$ cat src/rtl/mul_pkg.sv
// Shared types and helpers for the parametrised pipelined multiplier.
// trunc_error gives the value dropped by omitting the low partial-product columns.
package mul_pkg;

   localparam int MAX_W  = 32;
   localparam int MAX_PW = 2 * MAX_W;

   function automatic int prod_width(input int w);
      return 2 * w;
   endfunction

   typedef struct packed {
      logic              valid;
      logic              is_signed;
      logic [MAX_PW-1:0] data;
   } stage_t;

   function automatic logic [MAX_PW-1:0] trunc_error(input logic [MAX_W-1:0] a,
                                                     input logic [MAX_W-1:0] b,
                                                     input int               trunc);
      logic [MAX_PW-1:0] d;
      d = '0;
      for (int i = 0; i < MAX_W; i++) begin
         for (int j = 0; j < MAX_W; j++) begin
            if ((i + j < trunc) && a[i] && b[j]) begin
               d = d + (MAX_PW'(1) << (i + j));
            end
         end
      end
      return d;
   endfunction

endpackage

$ cat src/rtl/mul_pipe_stage.sv
// One enable-gated pipeline register; a bubble entering the stage clears its data.
module mul_pipe_stage
   import mul_pkg::*;
#(
   parameter int PW = 16
) (
   input  logic          clk,
   input  logic          rst,
   input  logic          en,
   input  logic          d_valid,
   input  logic          d_sign,
   input  logic [PW-1:0] d_data,
   output logic          q_valid,
   output logic          q_sign,
   output logic [PW-1:0] q_data
);

   stage_t payload_d, payload_q;
   logic   unused_payload;

   always_comb begin
      payload_d = payload_q;
      if (en) begin
         payload_d = '0;
         if (d_valid) begin
            payload_d.valid     = 1'b1;
            payload_d.is_signed = d_sign;
            payload_d.data      = MAX_PW'(d_data);
         end
      end
   end

   always_ff @(posedge clk) begin
      if (rst) begin
         payload_q <= '0;
      end else begin
         payload_q <= payload_d;
      end
   end

   assign q_valid        = payload_q.valid;
   assign q_sign         = payload_q.is_signed;
   assign q_data         = payload_q.data[PW-1:0];
   assign unused_payload = ^payload_q;

endmodule

$ cat src/rtl/mul_pipe_param.sv
// Pipelined WIDTHxWIDTH multiplier with per-transaction signed mode, optional low-column
// truncation and a globally stalled valid/ready pipeline of STAGES registers.
module mul_pipe_param
   import mul_pkg::*;
#(
   parameter int WIDTH  = 8,
   parameter int STAGES = 3,
   parameter int TRUNC  = 0
) (
   input  logic                 clk,
   input  logic                 rst,
   input  logic                 in_valid,
   output logic                 in_ready,
   input  logic [WIDTH-1:0]     a,
   input  logic [WIDTH-1:0]     b,
   input  logic                 is_signed,
   output logic                 out_valid,
   input  logic                 out_ready,
   output logic [2*WIDTH-1:0]   o
);

   localparam int PW = prod_width(WIDTH);
   // Baugh-Wooley constant: 2^W - 2^(2W-1), which is 2^W + 2^(2W-1) modulo 2^(2W).
   localparam logic [PW-1:0] BW_CORR = (PW'(1) << WIDTH) | (PW'(1) << (PW - 1));

   logic          stall;
   logic          adv;
   logic          accept;
   logic [PW-1:0] array_sum;
   logic          vld  [STAGES];
   logic          sgn  [STAGES];
   logic [PW-1:0] data [STAGES];
   logic          unused_sign;

   function automatic logic [PW-1:0] sign_fix(input logic [PW-1:0] x, input logic s);
      return s ? (x + BW_CORR) : x;
   endfunction

   assign stall    = vld[STAGES-1] & ~out_ready;
   assign adv      = ~stall;
   assign in_ready = adv;
   assign accept   = in_valid & adv;

   // Columns below TRUNC are never generated; in signed mode the bits pairing exactly one
   // MSB are inverted, and the matching constant is added on entry to the last stage.
   always_comb begin
      logic pp;
      pp        = 1'b0;
      array_sum = '0;
      for (int i = 0; i < WIDTH; i++) begin
         for (int j = 0; j < WIDTH; j++) begin
            if (i + j >= TRUNC) begin
               pp = a[i] & b[j];
               if (is_signed && ((i == WIDTH - 1) != (j == WIDTH - 1))) begin
                  pp = ~pp;
               end
               array_sum = array_sum + (PW'(pp) << (i + j));
            end
         end
      end
   end

   for (genvar k = 0; k < STAGES; k++) begin : g_stage
      logic          d_valid;
      logic          d_sign;
      logic [PW-1:0] d_src;
      logic [PW-1:0] d_data;

      if (k == 0) begin : g_head
         assign d_valid = accept;
         assign d_sign  = is_signed;
         assign d_src   = array_sum;
      end else begin : g_body
         assign d_valid = vld[k-1];
         assign d_sign  = sgn[k-1];
         assign d_src   = data[k-1];
      end

      if (k == STAGES - 1) begin : g_fix
         assign d_data = sign_fix(d_src, d_sign);
      end else begin : g_pass
         assign d_data = d_src;
      end

      mul_pipe_stage #(.PW(PW)) u_stage (
         .clk     (clk),
         .rst     (rst),
         .en      (adv),
         .d_valid (d_valid),
         .d_sign  (d_sign),
         .d_data  (d_data),
         .q_valid (vld[k]),
         .q_sign  (sgn[k]),
         .q_data  (data[k])
      );
   end

   assign out_valid   = vld[STAGES-1];
   assign o           = data[STAGES-1];
   assign unused_sign = sgn[STAGES-1];

endmodule

$ cat config.mk
export PLATFORM = sky130hd
export DESIGN_NAME = mul_pipe_param
export DESIGN_NICKNAME = d
export VERILOG_FILES = /design/src/rtl/mul_pkg.sv /design/src/rtl/mul_pipe_stage.sv /design/src/rtl/mul_pipe_param.sv
export SDC_FILE = /design/constraint.sdc
export NUM_CORES = 1
export LEC_CHECK = 0
export BUFFER_PORTS_ARGS = -buffer_cell sky130_fd_sc_hd__buf_4
export CAP_MARGIN = 20
export CORE_UTILIZATION = 40
export DETAILED_ROUTE_END_ITERATION = 7
export PLACE_DENSITY_LB_ADDON = 0.2
export SKIP_LAST_GASP = 1
export SYNTH_ARGS = -nofsm -noshare
export SYNTH_HDL_FRONTEND = slang
export SYNTH_HIERARCHICAL = 1
export SYNTH_SLANG_ARGS = --single-unit
$ cat constraint.sdc
create_clock -name clk -period 6.2 [get_ports clk]
set_clock_uncertainty 0.1 [all_clocks]
set_input_delay 1.55 -clock clk [delete_from_list [all_inputs] [get_ports clk]]
set_output_delay 1.55 -clock clk [all_outputs]
set_load 0.01 [all_outputs]
======== Word-level counts from Yosys, hierarchy flattened ========
Index checks and enable logic that the tools add are counted.
word-level totals
  input bits .............................. 21
  word-level logic and storage cells ...... 172
  register bits ........................... 53
operators by class
  bitwise logic cells ..................... 82
  mux-type cells .......................... 18
  add/sub/neg operators ................... 64
operator list
  cell                                  number
  2-to-1 mux 66 bit                     3
  adder 16 x 9 -> 16 bit                7
  adder 16 x 10 -> 16 bit               6
  adder 16 x 8 -> 16 bit                6
  adder 16 x 11 -> 16 bit               5
  adder 16 x 7 -> 16 bit                5
  AND 1 bit                             66
  adder 16 x 12 -> 16 bit               4
  adder 16 x 6 -> 16 bit                4
  adder 16 x 13 -> 16 bit               3
  adder 16 x 5 -> 16 bit                3
  adder 16 x 14 -> 16 bit               2
  adder 16 x 4 -> 16 bit                2
  adder 15 x 8 -> 16 bit                1
  adder 16 x 15 -> 16 bit               1
  adder 16 bit (second input constant)  1
  adder 16 x 3 -> 16 bit                1
  2-to-1 mux 16 bit                     1
  inverter 1 bit                        16
  adder 14 x 7 -> 15 bit                1
  adder 13 x 6 -> 14 bit                1
  2-to-1 mux 1 bit                      14
  adder 12 x 5 -> 13 bit                1
  adder 11 x 4 -> 12 bit                1
  9 further kinds                       9

======== Depth between registers and ports, before layout ========
  word-level depth ........................ 65
  gate-level depth with buffers ........... 18
  gate-level depth less buffers ........... 17

======== Hierarchy ========
The synthesis kept the hierarchy.
modules (own cells, without submodules)
  module          seq. area each (um2)  cells an instance  times used  area each (um2)
  mul_pipe_param  0.0                   251                1           2,209.6
  mul_pipe_stage  360.3                 79                 3           733.2

======== Least setup slack after synthesis ========
No wires, ideal clock.
  path type ............................... input port to flip-flop
  start ................................... input is_signed
  end ..................................... register g_stage[0].u_stage.payload_q (netlist bit g_stage[0].u_stage/q_data[12])
  data arrival time ....................... 5,496 ps
  path slack .............................. 534 ps
  path buffers ............................ 2
  stages on the path ...................... 17
  cell sequence ........................... buf_2 buf_2 xnor2_1 fa_1 fa_1 fa_1 inv_1 fa_1 inv_1 ha_1 nand3_1 o2111ai_2 a21o_1 a21oi_2 xnor2_1 nand3_1 a21oi_1
between the ends
  word-level cells in the longest chain between the ends .. 59
  elaborated cells on any way between the ends .. 70
  classes of those cells .................. add/sub: 57; mux: 13
RTL lines
  element                      line                  text
  start, declared              mul_pipe_param.sv:16  input logic is_signed,
  2-to-1 mux 1 bit             mul_pipe_param.sv:54  if (is_signed && ((i == WIDTH - 1) != (j == WIDTH - 1))) begin
  adder 8 x 8 -> 9 bit         mul_pipe_param.sv:57  array_sum = array_sum + (PW'(pp) << (i + j));
  adder 9 x 2 -> 10 bit        mul_pipe_param.sv:57
  adder 10 x 3 -> 11 bit       mul_pipe_param.sv:57
  adder 11 x 4 -> 12 bit       mul_pipe_param.sv:57
  adder 12 x 5 -> 13 bit       mul_pipe_param.sv:57
  adder 13 x 6 -> 14 bit       mul_pipe_param.sv:57
  adder 14 x 7 -> 15 bit       mul_pipe_param.sv:57
  [44 not listed]              -
  adder 16 x 10 -> 16 bit      mul_pipe_param.sv:57
  adder 16 x 11 -> 16 bit      mul_pipe_param.sv:57
  adder 16 x 12 -> 16 bit      mul_pipe_param.sv:57
  adder 16 x 13 -> 16 bit (*)  mul_pipe_param.sv:57
  adder 16 x 14 -> 16 bit (*)  mul_pipe_param.sv:57
  adder 16 x 15 -> 16 bit (*)  mul_pipe_param.sv:57
  via array_sum[12]            mul_pipe_param.sv:29  logic [PW-1:0] array_sum;
  2-to-1 mux 66 bit (*)        mul_pipe_stage.sv:25  if (d_valid) begin
  end signal, assigned         mul_pipe_stage.sv:37  payload_q <= payload_d;
  end, declared                mul_pipe_stage.sv:18  stage_t payload_d, payload_q;
The timed path passes the listed nets; every way through them passes the cells marked *.
A chain may end at the register's enable or synchronous reset.

======== Worst setup path after layout ========
Same ends and word-level chain as after synthesis.

==> impl_metrics.toml <==
[floorplanning]
die_x_um = 107
placement_rows = 37
ios = 39
dieArea_sq_um = 11300
core_area_sq_um = 10500
die_height_um = 107
initial_core_util_pct = 41.8

[setup_path]
crit_chain = "buf_4 > xor2_1 > fa_1 > inv_1 > fa_1 > fa_1 > inv_1 > fa_1 > inv_1 > ha_1 > nand3_1 > o2111ai_2 > a21o_1 > a21oi_2 > xnor2_1 > nand3_1 > a21oi_1"
crit_buf_inv = 4
end_kind = "flop"
cpMaxStageDelayCell = "fa_1"
startpoint_type = "input pin"
max_stage_delay_ps = 540
worstPathRequired_ps = 6350
crit_family = "adder cells"
cp_max_fo = 15
crit_arrival_ps = 5590
crit_type = "in -> reg"
worst_path_most_repeated_cell = "fa_1"

[sta]
hold_viol_final = 0
fin_crit_ps = 5440
finalSetupViolations = 0
fmax_mhz = 184
period_share_pct = 87.7
slew_viol_final = 0
timing.slew.headroom_pct = 44.2
holdWs_ps = 370
worst_slew_pin_slew_ps = 837
tns_ps = 0
rsz0062_at_grt = "no"

[detailed_routing]
wl_per_cell_um = 12.6
first_pass_iters = 4
drtIter0Drc = 153
drc_errors = 0
avgViaCountPerCell = 4.98
ant_nets = 0
wirelength_mm = 8.09
via_count = 3190

[cells_and_area]
num-fill-cells = 1072
postLayoutCoreUtil_pct = 45.0
num-nets-final = 594
stdcell_count = 640
postLayoutCellArea_sq_um = 4710
drive_above_1_share_pct = 14.1
syn_to_final_growth_pct = 7.79
antennaDiodeCount = 0

[global_routing]
grt_pass1_vias = 3021
track_usage_pct = 14.7
grt_max_degree = 105
antenna_found_initial = 0
grt_overflow = 0
grt_pass1_wl_mm = 13.6

[clock_tree]
cts_setup_buffers = 0
clock_sinks = 53
clk_path_buf_depth = 2
clock_latency_ps = 310
cts_tree = "done"
cts.clk_slew.worst_paths_ps = 100
cts_buffers = 5
ctsHtreeMaxLevel = 2
ctsHoldBuffers = 0
cts_resized = 0
cts_root_buffer = "clkbuf_8"

[placement]
placed_cell_area_sq_um = 4610
io_buffers = 38
placed_cells = 632
place_congestion = 0.809
hpwlAfterDp_mm = 5.89

[synthesis]
syn_nets = 575
ys_warn_count = 6
syn_avg_cell_area_sq_um = 9.03
synth_cells = 484
syn_area_sq_um = 4370

[power_and_ir_drop]
ir_drop_uv = 177
p_per_area_nw_per_um2 = 292
p_leak_nw = 2.00

[status]
status = "finished clean"

[hold_path]
hold_class = "reg -> reg"

[run]
drv_cap = 0
==> worst reg2reg max path: cells and delay by family (launching register included) <==
family | cells | cell delay, ps
simple gates | 3 | 980
buf+inv | 1 | 650
compound gates | 1 | 190
flops | 1 | 350
==> sequential cells by signal, summed over array words and instances (netlist names) <==
signal,flops
g_stage.u_stage/q_data,48
g_stage.u_stage/q_valid,3
g_stage.u_stage/q_sign,2
==> cell usage in the layout, fill, tap and decap left out, drive strengths merged, types with 6 or more instances in the layout <==
cell and instances:
buf 39, fa 38, inv 38, clkbuf 6, dfxtp 53, nand2b 52, and2 45, xnor2 21
xor2 10, ha 32, nand2 28, a21oi 58, nand3 56, nor2 8
==> power breakdown <==
part	total, W	internal, W	leakage, nW	switching [W]
Clock	0.000212	0.0000922	0.0478	0.000119
Sequential	0.000391	0.000370	0.430	0.0000201
Combinational	0.000774	0.000349	1.52	0.000425
==> path summary, 6_finish.rpt <==
kind	start	end	slack (ps)	depth (start not counted)
worst max register to register	g_stage[2].u_stage/q_valid	g_stage[0].u_stage/q_data[6]	3870	5
worst min register to register	g_stage[2].u_stage/q_data[6]	g_stage[2].u_stage/q_data[6]	370	2
worst max-delay path	is_signed	g_stage[0].u_stage/q_data[12]	760	17
worst min-delay path	g_stage[2].u_stage/q_data[6]	g_stage[2].u_stage/q_data[6]	370	2
==> routing by layer <==
layer,part of all wire [%],track usage (%)
met2,49,24.4
met1,48,20.1
met5,0,0
met4,1.1,4.60
met3,2.3,1.59
==> cell type report <==
type                       count  area (sq um)  area share [%]
timing repair buffer          39           293            6.22
tap                          136           170            3.61
inverter                      37           139            2.95
clock buffer                   6          82.6            1.75
multi-input combinational    367          2950            62.6
clock inverter                 2          16.3           0.345
sequential                    53          1060            22.5
==> stage by stage <==
| step | power (W) | setup slack [ps] |
|---|---|---|
| final | 0.00138 | 762 |
| after detailed placement | 0.00118 | 420 |
| after global routing | 0.00152 | 471 |
| after global placement | 0.00117 | 494 |
| after CTS | 0.00140 | 751 |
| after floorplan | 0.00103 | 534 |
Note: power is estimated with default switching activity, not from simulation.
